`src/rtl/sha256_pkg.sv`:
```
// sha256_pkg
//  Shared constants and padder FSM encodings for the SHA-256 message path.
//  Contents: block/word/length-field widths, padding marker byte, padder
//  state codes (FILL, EMIT, EXTRA).
package sha256_pkg;

  localparam int BLOCK_W     = 512;
  localparam int WORD_W      = 32;
  localparam int LEN_FIELD_W = 64;
  localparam int BLOCK_WORDS = BLOCK_W / WORD_W;

  localparam logic [7:0] PAD_BYTE = 8'h80;

  // Padder FSM state codes
  typedef logic [1:0] pad_state_t;
  localparam pad_state_t ST_FILL  = 2'd0;
  localparam pad_state_t ST_EMIT  = 2'd1;
  localparam pad_state_t ST_EXTRA = 2'd2;

endpackage

```
`src/rtl/sha256_pad_word.sv`:
```
// sha256_pad_word
//  Combinational padding of the final message word: bytes beyond nbytes are
//  zeroed and, when insert_marker is set, the 0x80 marker is placed in the
//  first unused byte (if nbytes==4 there is no room and no marker is placed).
// Ports:
//  data          in  32  message word, big-endian, valid bytes left-justified
//  nbytes        in  3   valid bytes (0..4)
//  insert_marker in  1   place the 0x80 marker after the last valid byte
//  word          out 32  masked word with marker
module sha256_pad_word
  import sha256_pkg::*;
(
  input  logic [WORD_W-1:0] data,
  input  logic [2:0]        nbytes,
  input  logic              insert_marker,
  output logic [WORD_W-1:0] word
);

  // Byte lane 0 is the most significant byte of the word.
  for (genvar gi = 0; gi < 4; gi++) begin : g_lane
    localparam logic [2:0] LANE = 3'(gi);
    assign word[WORD_W-1-8*gi -: 8] =
        (LANE < nbytes)                    ? data[WORD_W-1-8*gi -: 8] :
        (insert_marker && LANE == nbytes)  ? PAD_BYTE :
                                             8'h00;
  end

endmodule

```
`src/rtl/sha256_msg_padder.sv`:
```
// sha256_msg_padder
//  Converts a 32-bit big-endian message word stream into FIPS 180-4 padded
//  512-bit blocks (0x80 marker, zero fill, 64-bit big-endian bit length) and
//  presents them on a valid/ready block port for the hash core.
//  Optional feature macro: SHA256_PADDER_ERR_EN adds the sticky err output.
// Ports:
//  clk, rst                       clock and synchronous active-high reset
//  s_data/s_nbytes/s_last/s_valid message word input, s_ready back-pressure
//  block_out/block_valid          padded block, word 0 in [511:480]
//  block_ready                    downstream accepts the block
//  block_first/block_last         first / final block of the message
//  err                            sticky protocol error (feature macro only)
module sha256_msg_padder
  import sha256_pkg::*;
#(
  parameter int LEN_W = 64
) (
  input  logic               clk,
  input  logic               rst,
  input  logic [WORD_W-1:0]  s_data,
  input  logic [2:0]         s_nbytes,
  input  logic               s_last,
  input  logic               s_valid,
  output logic               s_ready,
  output logic [BLOCK_W-1:0] block_out,
  output logic               block_valid,
  input  logic               block_ready,
  output logic               block_first,
  output logic               block_last
`ifdef SHA256_PADDER_ERR_EN
  ,
  output logic               err
`endif
);

  localparam logic [WORD_W-1:0] MARKER_WORD = {PAD_BYTE, 24'h000000};

  pad_state_t       state_reg;
  logic [3:0]       widx_reg;
  logic [LEN_W-1:0] len_reg;
  logic             first_pending_reg;
  logic             first_reg;
  logic             last_reg;
  logic             extra_pending_reg;
  logic             marker_extra_reg;   // 0x80 belongs in word 0 of the EXTRA block
  logic [WORD_W-1:0] words_reg [BLOCK_WORDS];

  logic                   accept;
  logic                   xfer;
  logic [2:0]             nbytes_eff;
  logic [LEN_W-1:0]       len_next;
  logic [LEN_FIELD_W-1:0] len_field_next;
  logic [LEN_FIELD_W-1:0] len_field_cur;
  logic                   short_msg;
  logic                   full_tail;
  logic [WORD_W-1:0]      padded_word;

  assign s_ready     = (state_reg == ST_FILL);
  assign block_valid = (state_reg == ST_EMIT);
  assign block_first = first_reg;
  assign block_last  = last_reg;

  assign accept = s_valid && (state_reg == ST_FILL);
  assign xfer   = (state_reg == ST_EMIT) && block_ready;

  // Illegal byte counts are treated as a full word.
  assign nbytes_eff     = (s_nbytes > 3'd4) ? 3'd4 : s_nbytes;
  assign len_next       = len_reg + LEN_W'({nbytes_eff, 3'b000});
  assign len_field_next = LEN_FIELD_W'(len_next);
  assign len_field_cur  = LEN_FIELD_W'(len_reg);

  // Bytes used p = 4*widx + nbytes; p <= 55 leaves room for the length field.
  assign short_msg = (widx_reg < 4'd13) || ((widx_reg == 4'd13) && (nbytes_eff != 3'd4));
  // p == 64: the block is full of data, the marker spills into the EXTRA block.
  assign full_tail = (widx_reg == 4'd15) && (nbytes_eff == 3'd4);

  sha256_pad_word u_pad_word (
    .data          (s_data),
    .nbytes        (nbytes_eff),
    .insert_marker (1'b1),
    .word          (padded_word)
  );

  // Block buffer: cleared on every block transfer so zero fill comes for free.
  for (genvar gi = 0; gi < BLOCK_WORDS; gi++) begin : g_word
    localparam logic [4:0] IDX    = 5'(gi);
    localparam bit         LEN_HI = (gi == BLOCK_WORDS - 2);
    localparam bit         LEN_LO = (gi == BLOCK_WORDS - 1);
    localparam bit         WORD0  = (gi == 0);

    always_ff @(posedge clk) begin
      if (rst) begin
        words_reg[gi] <= '0;
      end else if (xfer) begin
        words_reg[gi] <= '0;
      end else if (accept) begin
        if ({1'b0, widx_reg} == IDX) begin
          words_reg[gi] <= s_last ? padded_word : s_data;
        end else if (s_last && (nbytes_eff == 3'd4) && ({1'b0, widx_reg} + 5'd1 == IDX)) begin
          // Final word was full: marker opens the following word.
          words_reg[gi] <= MARKER_WORD;
        end else if (s_last && short_msg && LEN_HI) begin
          words_reg[gi] <= len_field_next[LEN_FIELD_W-1:WORD_W];
        end else if (s_last && short_msg && LEN_LO) begin
          words_reg[gi] <= len_field_next[WORD_W-1:0];
        end
      end else if (state_reg == ST_EXTRA) begin
        if (WORD0 && marker_extra_reg) begin
          words_reg[gi] <= MARKER_WORD;
        end else if (LEN_HI) begin
          words_reg[gi] <= len_field_cur[LEN_FIELD_W-1:WORD_W];
        end else if (LEN_LO) begin
          words_reg[gi] <= len_field_cur[WORD_W-1:0];
        end
      end
    end

    assign block_out[BLOCK_W-1-WORD_W*gi -: WORD_W] = words_reg[gi];
  end

  always_ff @(posedge clk) begin
    if (rst) begin
      state_reg         <= ST_FILL;
      widx_reg          <= '0;
      len_reg           <= '0;
      first_pending_reg <= 1'b1;
      first_reg         <= 1'b0;
      last_reg          <= 1'b0;
      extra_pending_reg <= 1'b0;
      marker_extra_reg  <= 1'b0;
    end else begin
      case (state_reg)
        ST_FILL: begin
          if (accept) begin
            len_reg <= len_next;
            if (s_last) begin
              state_reg         <= ST_EMIT;
              first_reg         <= first_pending_reg;
              last_reg          <= short_msg;
              extra_pending_reg <= !short_msg;
              marker_extra_reg  <= full_tail;
            end else if (widx_reg == 4'd15) begin
              state_reg         <= ST_EMIT;
              first_reg         <= first_pending_reg;
              last_reg          <= 1'b0;
              extra_pending_reg <= 1'b0;
            end else begin
              widx_reg <= widx_reg + 4'd1;
            end
          end
        end
        ST_EMIT: begin
          if (xfer) begin
            first_pending_reg <= 1'b0;
            widx_reg          <= '0;
            if (last_reg) begin
              // Message complete: ready for the next one.
              first_pending_reg <= 1'b1;
              len_reg           <= '0;
              state_reg         <= ST_FILL;
            end else if (extra_pending_reg) begin
              state_reg <= ST_EXTRA;
            end else begin
              state_reg <= ST_FILL;
            end
          end
        end
        ST_EXTRA: begin
          state_reg         <= ST_EMIT;
          first_reg         <= first_pending_reg;
          last_reg          <= 1'b1;
          extra_pending_reg <= 1'b0;
        end
        default: begin
          state_reg <= ST_FILL;
        end
      endcase
    end
  end

`ifdef SHA256_PADDER_ERR_EN
  always_ff @(posedge clk) begin
    if (rst) begin
      err <= 1'b0;
    end else if (accept && ((s_nbytes > 3'd4) || ((s_nbytes == 3'd0) && !s_last))) begin
      err <= 1'b1;
    end
  end
`endif

endmodule

```
`config.mk`:
```
export PLATFORM = sky130hd
export DESIGN_NAME = sha256_msg_padder
export DESIGN_NICKNAME = d
export VERILOG_FILES = /design/src/rtl/sha256_pkg.sv /design/src/rtl/sha256_pad_word.sv /design/src/rtl/sha256_msg_padder.sv
export SDC_FILE = /design/constraint.sdc
export NUM_CORES = 1
export LEC_CHECK = 0
export ABC_AREA = 0
export ABC_CLOCK_PERIOD_IN_PS = 3100
export BUFFER_PORTS_ARGS = -buffer_cell sky130_fd_sc_hd__clkbuf_2
export CORE_ASPECT_RATIO = 1.2
export CORE_MARGIN = 2
export CORE_UTILIZATION = 49
export CTS_CLUSTER_SIZE = 20
export DETAILED_ROUTE_END_ITERATION = 6
export PLACE_DENSITY_LB_ADDON = 0.25
export SYNTH_ARGS = -nofsm -noshare
export SYNTH_HDL_FRONTEND = slang
export SYNTH_SLANG_ARGS = --single-unit
```
`constraint.sdc`:
```
create_clock -name clk -period 3.1 [get_ports clk]
set_input_delay 0.31 -clock clk [delete_from_list [all_inputs] [get_ports clk]]
set_output_delay 0.31 -clock clk [all_outputs]
set_load 0.03 [all_outputs]
```
# Yosys cells after proc, flatten, opt, wreduce, memory -nomap -nowiden
# Memories as Yosys holds them, arrays and structs flattened.
# Cells that the tools add are included.
classes:
  addsub: 3
  mul: 0
  div: 0
  n_lt_le_gt_ge: 6
  n_eq_ne: 43
  n_shift: 0
  n_mux: 296
  bitwise: 53
  reduce_logical: 36
op_table:
  columns: ["operator", "count"]
  rows:
  - ["32-bit two-way mux", 54]
  - ["1-bit two-way mux", 214]
  - ["64-bit two-way mux", 3]
  - ["64-bit one-hot mux with 2 select lines", 1]
  - ["64-bit by 6-bit adder with 64-bit output", 1]
  - ["8-bit two-way mux", 8]
  - ["1-bit bitwise OR", 53]
  - ["5-bit by 4-bit == test with 1-bit output (second input constant)", 8]
  - ["4-bit == test (second input constant)", 8]
  - ["1-bit logical AND", 22]
  - ["5-bit by 3-bit == test with 1-bit output (second input constant)", 4]
  - ["4-bit by 3-bit == test with 1-bit output (second input constant)", 4]
  - ["4-bit two-way mux", 4]
  - ["2-bit two-way mux", 6]
  - ["5-bit by 2-bit == test with 1-bit output (second input constant)", 2]
  - ["3-bit AND reduction", 3]
  - ["4-bit by 2-bit == test with 1-bit output (second input constant)", 2]
  - ["4-bit one-hot mux with 2 select lines", 1]
  - ["2-bit by 3-bit == test with 1-bit output (first input constant)", 2]
  - ["1-bit by 3-bit less-than comparator with 1-bit output (first input constant)", 2]
  - ["2-bit by 3-bit less-than comparator with 1-bit output (first input constant)", 2]
  - ["2-bit by 1-bit inequality test with 1-bit output (second input constant)", 3]
  - ["1-bit one-hot mux with 2 select lines", 3]
  - ["2-bit one-hot mux with 3 select lines", 1]
  - ["24 further kinds", 26]
word_totals:
  ff_bits: 75
  latchBits: 0
  ramBits: 512
  romBits: 0
  in_bits: 40
  out_inout_bits: 516
  wordCells: 446
  n_memories: 1
memory_table:
  columns: ["memory", "words", "width", "rd", "rd_clocked_by_memory_dff", "write_ports", "line_no", "text"]
  rows:
  - ["words_reg", 16, 32, 16, 0, 16, "sha256_msg_padder.sv:46", "logic [WORD_W-1:0] words_reg [BLOCK_WORDS];"]

# Depth between registers and ports, before layout
# Gate-level depths: netlist (run 1).
depth:
  depth_word: 15
  mapped_depth: 12
  ltp_nobuf: 9

# By module
# Synthesis (run 1) repeated with hierarchy kept, for this count alone.
unflattened:
  hier_cells: 2048
  area_unflattened_um2: 24279.5
by_module_without_submodules:
  columns: ["mod", "n_inst", "cells_each", "area_per_inst_um2", "seq_area_each_um2"]
  rows:
  - ["sha256_msg_padder", 1, 2004, 23995.5, 16816.1]
  - ["sha256_pad_word", 1, 44, 284.0, 0.0]

# Worst setup path before layout (run 1)
# OpenSTA, ideal clock, no wires.
synth_path:
  path_type: "flip-flop to flip-flop"
  startpoint: "register widx_reg[2]"
  endpoint: "memory words_reg[15][0] (netlist: words_reg[1][224]), enable pin"
  setup_time_ns: 0.561
  arrival_ns: 2.650
  required_ns: 2.539
  path_slack_ns: -0.111
  path_stages_with_launch: 9
  path_buffers: 3
  period_less_slack_ns: 3.211
  cell_sequence: "dfxtp_1 -> clkbuf_1 -> nor2b_1 -> clkbuf_1 -> inv_1 -> o22ai_1 -> a21o_1 -> clkbuf_1 -> nand3_1"
synth_lines:
  columns: ["item", "line_no", "text"]
  rows:
  - ["from (decl)", "sha256_msg_padder.sv:39", "logic [3:0] widx_reg;"]
  - ["from (signal assigned)", "sha256_msg_padder.sv:148", "widx_reg <= widx_reg + 4'd1;"]
  - ["to (decl)", "sha256_msg_padder.sv:46", null]

==> results.json, run 1 <==
{
  "synthArstFlopShare_pct": 0,
  "setup_viol": 0,
  "drc": 0,
  "initial_core_util_pct": 49.6,
  "path_cells": "nand4_4 > or4_4 > or4_1 > or4_1 > a21o_1 > a21o_1",
  "swShare_pct": 27.0,
  "htree_levels": 2,
  "slowest_stage": "or4_1",
  "core-area_um2": 48100,
  "synth_most_common_cell": "edfxtp_1",
  "min_period_ps": 3020,
  "die_y_um": 246,
  "dp_hpwl_um": 62600,
  "antenna_found_initial": 4,
  "cts.root.buffer_cell": "clkbuf_16",
  "start_kind": "flop",
  "ir_worst_vdd_mv": 0.506,
  "rows": 88,
  "intPower_uw": 13200,
  "cts.path.max_buffers": 3,
  "synthCells": 2019,
  "dp.cells": 3190,
  "clock-sinks": 584,
  "syn_avg_cell_area_um2": 11.8,
  "routed_wl_um": 89800,
  "drt-wirelength-per-cell_um": 27.3,
  "final_cells": 3293,
  "grt_pass1_wl_um": 127000,
  "clock_latency_ps": 620,
  "seq_area_frac_synth_pct": 70.5,
  "maxSlewViolCount": 0,
  "synth_edf_count": 512,
  "grt_max_degree": 50,
  "crit_required_ps": 3480,
  "cts_tree": "yes",
  "drt_first_pass_iters": 5,
  "combPwrFrac_pct": 11.8,
  "synth_fp_nets": 2069,
  "vias_per_cell": 6.01,
  "ant_nets": 0,
  "holdCritPathClass": "input pin to flop",
  "place_congestion": 0.970,
  "synthFlopType": "edfxtp_1",
  "p_clk_share_pct": 38.0,
  "clk_pin_slew_ps": 70,
  "fin_crit_sh_pct": 97.5,
  "die_x_um": 205,
  "yosysTopAreaCellShare_pct": 64.4,
  "cp_num_buf_inv": 0,
  "hold_viol": 0,
  "largest_reg_flops": 512,
  "synthesis.area_um2": 23900,
  "area_growth_pct": 26.2,
  "status": "finished, final reports clean",
  "drt_first_iter_violations": 2148,
  "synth_seq_cells": 584,
  "num-nets-final": 2667,
  "yosysTopAreaCell": "edfxtp_1",
  "power_density_nw_per_um2": 599,
  "skew_ps": 22.8,
  "synth_top_cells_by_area": "edfxtp_1, nor2_1, dfxtp_1",
  "grt-ovfl-total": 0,
  "yosysUniqueCellTypes": 60,
  "fmax_mhz": 331,
  "critPathTopFamily": "simple AND/OR/NAND/NOR gates",
  "grt.total_usage_pct": 35.1,
  "tightestPinTransition_ps": 1060,
  "slew_headroom_pct": 28.7,
  "cp_max_fo": 10,
  "yosys_warnings": 0,
  "num_vias": 19800,
  "p_sw_uw": 4870,
  "critical_path_arrival_ps": 3400,
  "grt_setup_unrepaired": "false",
  "dieArea_um2": 50500,
  "path_class": "flop to flop",
  "numPortBuffers": 555,
  "slowest_delay_ps": 680,
  "p_leak_uw": 0.0126,
  "maxCapViolCount": 0,
  "crit_path_end_kind": "flop",
  "synth_commonest_cells": "edfxtp_1, nor2_1, clkbuf_1",
  "num-fill-cells": 3768,
  "cts_buffers": 55,
  "tns_ps": 0,
  "layout-drive-gt1-share_pct": 31.0,
  "ios": 556,
  "p_seq_share_pct": 50.2,
  "final_core_util_pct": 62.6,
  "grt_pass1_vias": 18700
}
-- final timing paths --
check / cells after the start / from / slack [ps] / to
worst max-delay path: 6 / len_field_cur[7] / 80 / words_reg[1][219]
worst min-delay path: 3 / block_ready / 50 / state_reg[1]
worst max register to register: 6 / len_field_cur[7] / 80 / words_reg[1][219]
worst min register to register: 2 / marker_extra_reg / 480 / marker_extra_reg
-- routing by layer --
layer / track usage (%) / share of wire, %
met3: 7.61 / 11
met2: 55.7 / 47
met5: 0 / 0.040
met4: 20.6 / 6.6
met1: 44.5 / 35
-- placed cells by master, fill, tap and decap left out, drive strengths merged, types with 9 or more instances in the layout --
cell type | Yosys | final
clkinv | 0 | 29
a311oi | 9 | 9
nor2 | 500 | 500
dfxtp | 72 | 72
clkbuf | 158 | 616
and4 | 9 | 9
o32ai | 17 | 17
nand4 | 27 | 27
or3 | 24 | 24
o32a | 15 | 15
nand3 | 71 | 71
nand2 | 116 | 116
a31oi | 21 | 21
and2 | 11 | 11
buf | 3 | 147
ha | 10 | 10
o21ai | 108 | 108
o31ai | 21 | 21
a21oi | 74 | 74
a21o | 27 | 27
inv | 38 | 41
nor4 | 19 | 19
edfxtp | 512 | 512
nor3 | 35 | 35
nand2b | 9 | 9
and3 | 20 | 20
-- cells by family (layout without fill, tap and decap cells) --
logic type                 after synthesis  count (layout)  synth area share (%)
DFF                                    584             584                  70.5
and+or+nand+nor                        875             875                  16.3
AOI/OAI and AO/OA                      339             339                  9.10
adders and majority gates               10              10                 0.524
muxes                                    6               6                 0.252
buffers and inverters                  199             842                  3.14
xor gates and xnor gates                 6               6                 0.220
other                                    0               1                     0
-- timing repair --
item                                    in CTS  in global routing
endpoints found under the setup margin       0                  1
buffers inserted                             0                  0
hold buffers                                 0                  0
resized for setup                            0                  1
-- area by class of cell --
type / instances / area [um2] / area share, %
antenna: 1 / 2.50 / 0.00831
clock buffer: 61 / 1420 / 4.71
clock inverter: 41 / 390 / 1.30
inverter: 38 / 143 / 0.474
multi-input combinational: 1236 / 6440 / 21.4
sequential: 584 / 16800 / 55.8
tap: 630 / 788 / 2.62
timing repair buffer: 702 / 4120 / 13.7
-- worst min-delay path: stages --
cell      delay [ps]
clkbuf_2         140
nand2_1          100
nor4b_1           60
-- metrics by stage --
step / hold slack (ps) / area (um2) / total power [uW] / setup slack, ps
finish: 47.7 / 30100 / 18000 / 76.1
global route: 58.4 / 30100 / 18500 / 8.56
CTS: 27.2 / 30100 / 18100 / 98.3
detailed placement: 462 / 28300 / 11300 / 89.3
global placement: 443 / 28300 / 11300 / 119
floorplan: 432 / 23900 / 10400 / 79.6
-- power groups by stage --
stage	clock, uW	sequential, uW	combinational, uW
2_1_floorplan	0	9920	439
3_3_place_gp	0	9210	2100
3_5_place_dp	0	9220	2110
4_1_cts	6890	9050	2110
5_1_grt	7210	9080	2180
6_report	6870	9050	2120
(Power assumes the default switching activity.)
==> inputs of run 2 (changes only) <==
--- a/config.mk
+++ b/config.mk
@@ -7,12 +7,11 @@
 export LEC_CHECK = 0
 export ABC_AREA = 0
 export ABC_CLOCK_PERIOD_IN_PS = 3100
-export BUFFER_PORTS_ARGS = -buffer_cell sky130_fd_sc_hd__clkbuf_2
-export CORE_ASPECT_RATIO = 1.2
-export CORE_MARGIN = 2
-export CORE_UTILIZATION = 49
+export CORE_AREA = 2 2 214 216
 export CTS_CLUSTER_SIZE = 20
 export DETAILED_ROUTE_END_ITERATION = 6
+export DIE_AREA = 0 0 216 218
+export DONT_BUFFER_PORTS = 1
 export PLACE_DENSITY_LB_ADDON = 0.25
 export SYNTH_ARGS = -nofsm -noshare
 export SYNTH_HDL_FRONTEND = slang
==> results.json, run 2 (synthesized netlist as in run 1, its figures left out) <==
{
  "status": "finished, final reports clean",
  "grt_max_degree": 51,
  "rrSetupSlack_ps": 140,
  "layout-drive-gt1-share_pct": 12.8,
  "fin_crit_sh_pct": 95.6,
  "num_vias": 17600,
  "power_density_nw_per_um2": 651,
  "ios": 556,
  "mostFrequentLayoutCell": "edfxtp_1",
  "antenna_found_initial": 2,
  "clock_latency_ps": 630,
  "num-nets-final": 2112,
  "area_growth_pct": 14.2,
  "tightestPinTransition_ps": 1110,
  "clk_pin_slew_ps": 60,
  "dp_hpwl_um": 57600,
  "rows": 78,
  "fmax_mhz": 338,
  "drt_first_pass_iters": 6,
  "setup_viol": 0,
  "drc": 0,
  "path_cells": "nand4_1 > or4_4 > buf_4 > or4_4 > or3_1 > a21oi_1 > dlygate4sd3_1",
  "crit_path_end_kind": "flop",
  "path_class": "flop to flop",
  "largest_reg_flops": 512,
  "dieArea_um2": 47100,
  "dpl-instance-area_um2": 25300,
  "use_met3_pct": 8.62,
  "grt-ovfl-total": 0,
  "clock-sinks": 584,
  "crit_path_frequent_cell": "or4_4",
  "slowest_delay_ps": 570,
  "num-fill-cells": 3459,
  "drt-wirelength-per-cell_um": 31.3,
  "p_leak_uw": 0.0101,
  "initial_core_util_pct": 53.2,
  "cts.path.max_buffers": 3,
  "core-area_um2": 44900,
  "crit_required_ps": 3650,
  "htree_levels": 2,
  "ff2ff_path_depth": 7,
  "grt.total_usage_pct": 35.1,
  "holdCritPathClass": "input pin to flop",
  "holdWs_ps": 30.9,
  "skew_ps": 22.3,
  "min_period_ps": 2960,
  "numPortBuffers": 0,
  "grt.busiest_layer": "met2",
  "final_core_util_pct": 60.7,
  "grt_setup_unrepaired": "false",
  "die_x_um": 216,
  "maxSlewViolCount": 0,
  "die_y_um": 218,
  "final_cell_mix": "edfxtp_1, nor2_1, buf_4",
  "ant_nets": 0,
  "grt_pass1_vias": 16100,
  "place_ws_ps": 106,
  "whs_path_depth": 3,
  "grt_pass1_wl_um": 119000,
  "cts.root.buffer_cell": "clkbuf_16",
  "vias_per_cell": 6.50,
  "drt_first_iter_violations": 2566,
  "cts_buffers": 56,
  "slew_headroom_pct": 25.4,
  "setup_ws_ps": 137,
  "ir_worst_vdd_mv": 0.394,
  "place_congestion": 0.968,
  "cp_max_fo": 12,
  "tns_ps": 0,
  "start_kind": "flop",
  "final_cell_area_um2": 27300,
  "antenna_cells": 0,
  "maxCapViolCount": 0,
  "slowest_stage": "or4_4",
  "grtUsageMet1_pct": 45.0,
  "critical_path_arrival_ps": 3520,
  "hold_viol": 0,
  "routed_wl_um": 84800,
  "gr-usage-met2_pct": 55.5,
  "cts_tree": "yes"
}
run 2: cell count changes in the layout (fill, tap and decap cells not counted), moves of 2 or more:
cell	change
buf_12	-5
inv_6	+2
clkbuf_2	-555
inv_16	+2
nand3_1	+3
dfxtp_2	+5
clkinv_1	-9
nand3_2	-3
dlygate4sd3_1	+5
clkbuf_8	+2
dfxtp_1	-5
clkbuf_1	+4
run 2: power breakdown:
group	internal (uW)	switching (uW)	total, uW
logic	199	737	937
clock network	3870	3060	6930
registers	8940	951	9890
total	13000	4750	17800
run 2: per-stage QoR:
| stage | instances | power (uW) |
|---|---|---|
| after global routing | 2706 | 18200 |
| final | 2706 | 17800 |
| after CTS | 2706 | 17800 |
| after global placement | 2598 | 10900 |
| after floorplan | 2019 | 10400 |
| after detailed placement | 2598 | 11000 |
run 2: per-layer routing:
layer | wire, um | share of wire [%]
met1 | 30000 | 35
met3 | 9770 | 12
met2 | 40000 | 47
met4 | 5110 | 6.0
met5 | 11 | 0.013
run 2: path summary, 6_finish.rpt:
path / start / end
hold / removal: s_valid / block_last
hold reg to reg: marker_extra_reg / marker_extra_reg
setup reg to reg: len_field_cur[15] / len_field_cur[29]
setup / recovery: len_field_cur[15] / len_field_cur[29]
run 2: repair_timing:
item	in CTS	in global routing
hold buffers	6	0
endpoints found under the setup margin	0	4
hold endpoints to repair	33	0
gates resized for setup	0	6
setup buffers	0	0
run 2: final cells by class:
type                       count  area [um2]  share of cell area (%)
clock inverter                34         352                    1.29
clock buffer                  68        1490                    5.46
multi-input combinational   1236        6420                    23.6
timing repair buffer         146        1280                    4.71
sequential                   584       16800                    61.7
tap                          600         751                    2.75
inverter                      38         143                   0.523
run 2: critical path: cells and delay by family, from the launching register on:
family	cells	cell delay, ps
AOI/OAI and AO/OA	1	140
buffers and inverters	2	760
DFF	1	410
and+or+nand+nor	4	1590
==> inputs of run 3 (changes only) <==
--- a/config.mk
+++ b/config.mk
@@ -7,10 +7,11 @@
 export LEC_CHECK = 0
 export ABC_AREA = 0
 export ABC_CLOCK_PERIOD_IN_PS = 3100
-export CORE_AREA = 2 2 214 216
+export CORE_ASPECT_RATIO = 1.2
+export CORE_MARGIN = 2
+export CORE_UTILIZATION = 47
 export CTS_CLUSTER_SIZE = 20
 export DETAILED_ROUTE_END_ITERATION = 6
-export DIE_AREA = 0 0 216 218
 export DONT_BUFFER_PORTS = 1
 export PLACE_DENSITY_LB_ADDON = 0.25
 export SYNTH_ARGS = -nofsm -noshare
==> results.json, run 3 (synthesized netlist as in run 1, its figures left out) <==
{
  "holdCritPathClass": "input pin to flop",
  "drt-met1-wl_um": 29800,
  "dieArea_um2": 52600,
  "intPower_uw": 13000,
  "num_vias": 17300,
  "drt_first_pass_iters": 6,
  "slowest_stage": "dfxtp_1",
  "path_cells": "inv_1 > ha_1 > and3_1 > a21oi_1 > o211ai_1 > o21ai_0 > nand3_2 > buf_12",
  "mostFrequentLayoutCell": "edfxtp_1",
  "fmax_mhz": 337,
  "met2_length_um": 42000,
  "layout-drive-gt1-share_pct": 12.0,
  "slew_headroom_pct": 28.2,
  "numPortBuffers": 0,
  "die_x_um": 210,
  "p_clk_share_pct": 38.7,
  "r2r-end": "words_reg[1][215]",
  "multi_input_area_um2": 6440,
  "highest_layer": "met4",
  "cp-startpoint": "widx_reg[1]",
  "grt_pass1_vias": 16100,
  "p_seq_share_pct": 55.9,
  "drt-wirelength-per-cell_um": 31.1,
  "endpoint": "words_reg[1][215]",
  "status": "finished, final reports clean",
  "clock_latency_ps": 620,
  "hold_viol": 0,
  "slowest_delay_ps": 480,
  "regToRegStartpoint": "widx_reg[1]",
  "crit_path_end_kind": "flop",
  "cts.root.buffer_cell": "clkbuf_16",
  "ios": 556,
  "grt_pass1_wl_um": 120000,
  "seq_area_um2": 16800,
  "die_y_um": 251,
  "htree_levels": 2,
  "ant_nets": 0,
  "cts_buffers": 56,
  "largest_reg_flops": 512,
  "tightestPinTransition_ps": 1070,
  "fin_crit_sh_pct": 95.7,
  "dp_hpwl_um": 58400,
  "initial_core_util_pct": 47.5,
  "min_from": "rst",
  "setup_viol": 0,
  "num-nets-final": 2103,
  "tns_ps": 0,
  "antenna_cells": 0,
  "p_leak_uw": 0.0101,
  "cts.path.max_buffers": 3,
  "wl_met3_um": 9190,
  "grt.total_usage_pct": 31.7,
  "rows": 90,
  "swShare_pct": 26.6,
  "path_class": "flop to flop",
  "antenna_found_initial": 1,
  "holdWs_ps": 30.6,
  "cp_max_fo": 24,
  "crit_required_ps": 3450,
  "skew_ps": 21.7,
  "min_period_ps": 2970,
  "combPwrFrac_pct": 5.4,
  "core-area_um2": 50200,
  "grt_max_degree": 50,
  "drc": 0,
  "power_density_nw_per_um2": 648,
  "grt-ovfl-total": 0,
  "num-fill-cells": 4194,
  "grt_setup_unrepaired": "false",
  "maxSlewViolCount": 0,
  "clock-sinks": 584,
  "p_sw_uw": 4700,
  "ff2ff_path_depth": 8,
  "critical_path_arrival_ps": 3310,
  "maxCapViolCount": 0,
  "post_cts_buffers": 0,
  "final_cell_mix": "edfxtp_1, nor2_1, nand2_1",
  "routed_wl_um": 85300,
  "rrSetupSlack_ps": 130,
  "place_congestion": 0.977,
  "start_kind": "flop",
  "ir_worst_vdd_mv": 0.433,
  "clk_pin_slew_ps": 60,
  "drt_first_iter_violations": 2326,
  "vias_per_cell": 6.31,
  "area_growth_pct": 14.4,
  "cts_tree": "yes"
}
==> run 3: changes by cell type in the layout (fill, tap and decap cells not counted), moves of 2 or more <==
cell / change
nand3_2: +3
buf_4: -13
inv_6: -3
clkinv_1: +9
buf_12: +3
clkbuf_8: -2
dfxtp_2: -5
nand3_1: -3
clkinv_4: -2
dfxtp_1: +5
==> run 3: through the flow <==
| stage | instances | worst slack, ps | instance area [um2] | total power, uW | util (%) |
|---|---|---|---|---|---|
| final | 2744 | 134 | 27300 | 17700 | 54.3 |
| after global routing | 2744 | 6.96 | 27300 | 18100 | 54.3 |
| after CTS | 2744 | 69.2 | 27300 | 17800 | 54.3 |
| after detailed placement | 2632 | 54.9 | 25400 | 11000 | 50.5 |
| after global placement | 2632 | 90.7 | 25400 | 11000 | 50.5 |
| after floorplan | 2019 | 79.6 | 23900 | 10400 | - |
==> run 3: power by group through the flow <==
stage                     registers [uW]  clock network, uW  logic [uW]
after floorplan                     9920                  0         439
after global placement             10100                  0         907
after detailed placement           10100                  0         923
after CTS                           9890               6920         944
after global routing                9900               7210         990
final                               9880               6850         956
==> run 3: worst min path at each step <==
| stage | endpoint | slack [ps] | cells past startpoint |
|---|---|---|---|
| final | len_field_cur[32] | 30 | 3 |
| after global routing | len_field_cur[27] | 50 | 3 |
| after CTS | len_field_cur[32] | 3 | 3 |
| after detailed placement | marker_extra_reg | 390 | 1 |
| after global placement | len_field_cur[11] | 390 | 1 |
| after floorplan | marker_extra_reg | 430 | 2 |
==> run 3: layout make-up <==
cell class | instances | area share, %
repair buffers | 137 | 4.60
clock buffers | 66 | 5.27
multi-input cells | 1236 | 23.6
clock inverters | 39 | 1.44
inverters | 38 | 0.523
well taps | 644 | 2.95
flip-flops and latches | 584 | 61.6
==> run 3: metal layers <==
metal / vias up / track usage [%]
li1: 7372 / -
met1: 8525 / 38.6
met2: 1198 / 53.4
met4: 0 / 14.3
met5: - / 0
met3: 220 / 7.95
==> run 3: worst max-delay path: cells and delay by family (launching register included) <==
| kind | cells | cell delay, ps |
|---|---|---|
| AND/OR/NAND/NOR | 2 | 680 |
| adder cells (fa/ha/maj) | 1 | 340 |
| buffers and inverters | 2 | 440 |
| AO/OA/AOI/OAI | 3 | 720 |
| flip-flops | 1 | 480 |
==> run 3: repair_timing <==
| action | CTS | global route |
|---|---|---|
| gates resized for setup | 0 | 3 |
| hold buffers | 7 | 0 |
| endpoints found under the setup margin | 0 | 21 |
| endpoints found under the hold margin | 32 | 0 |
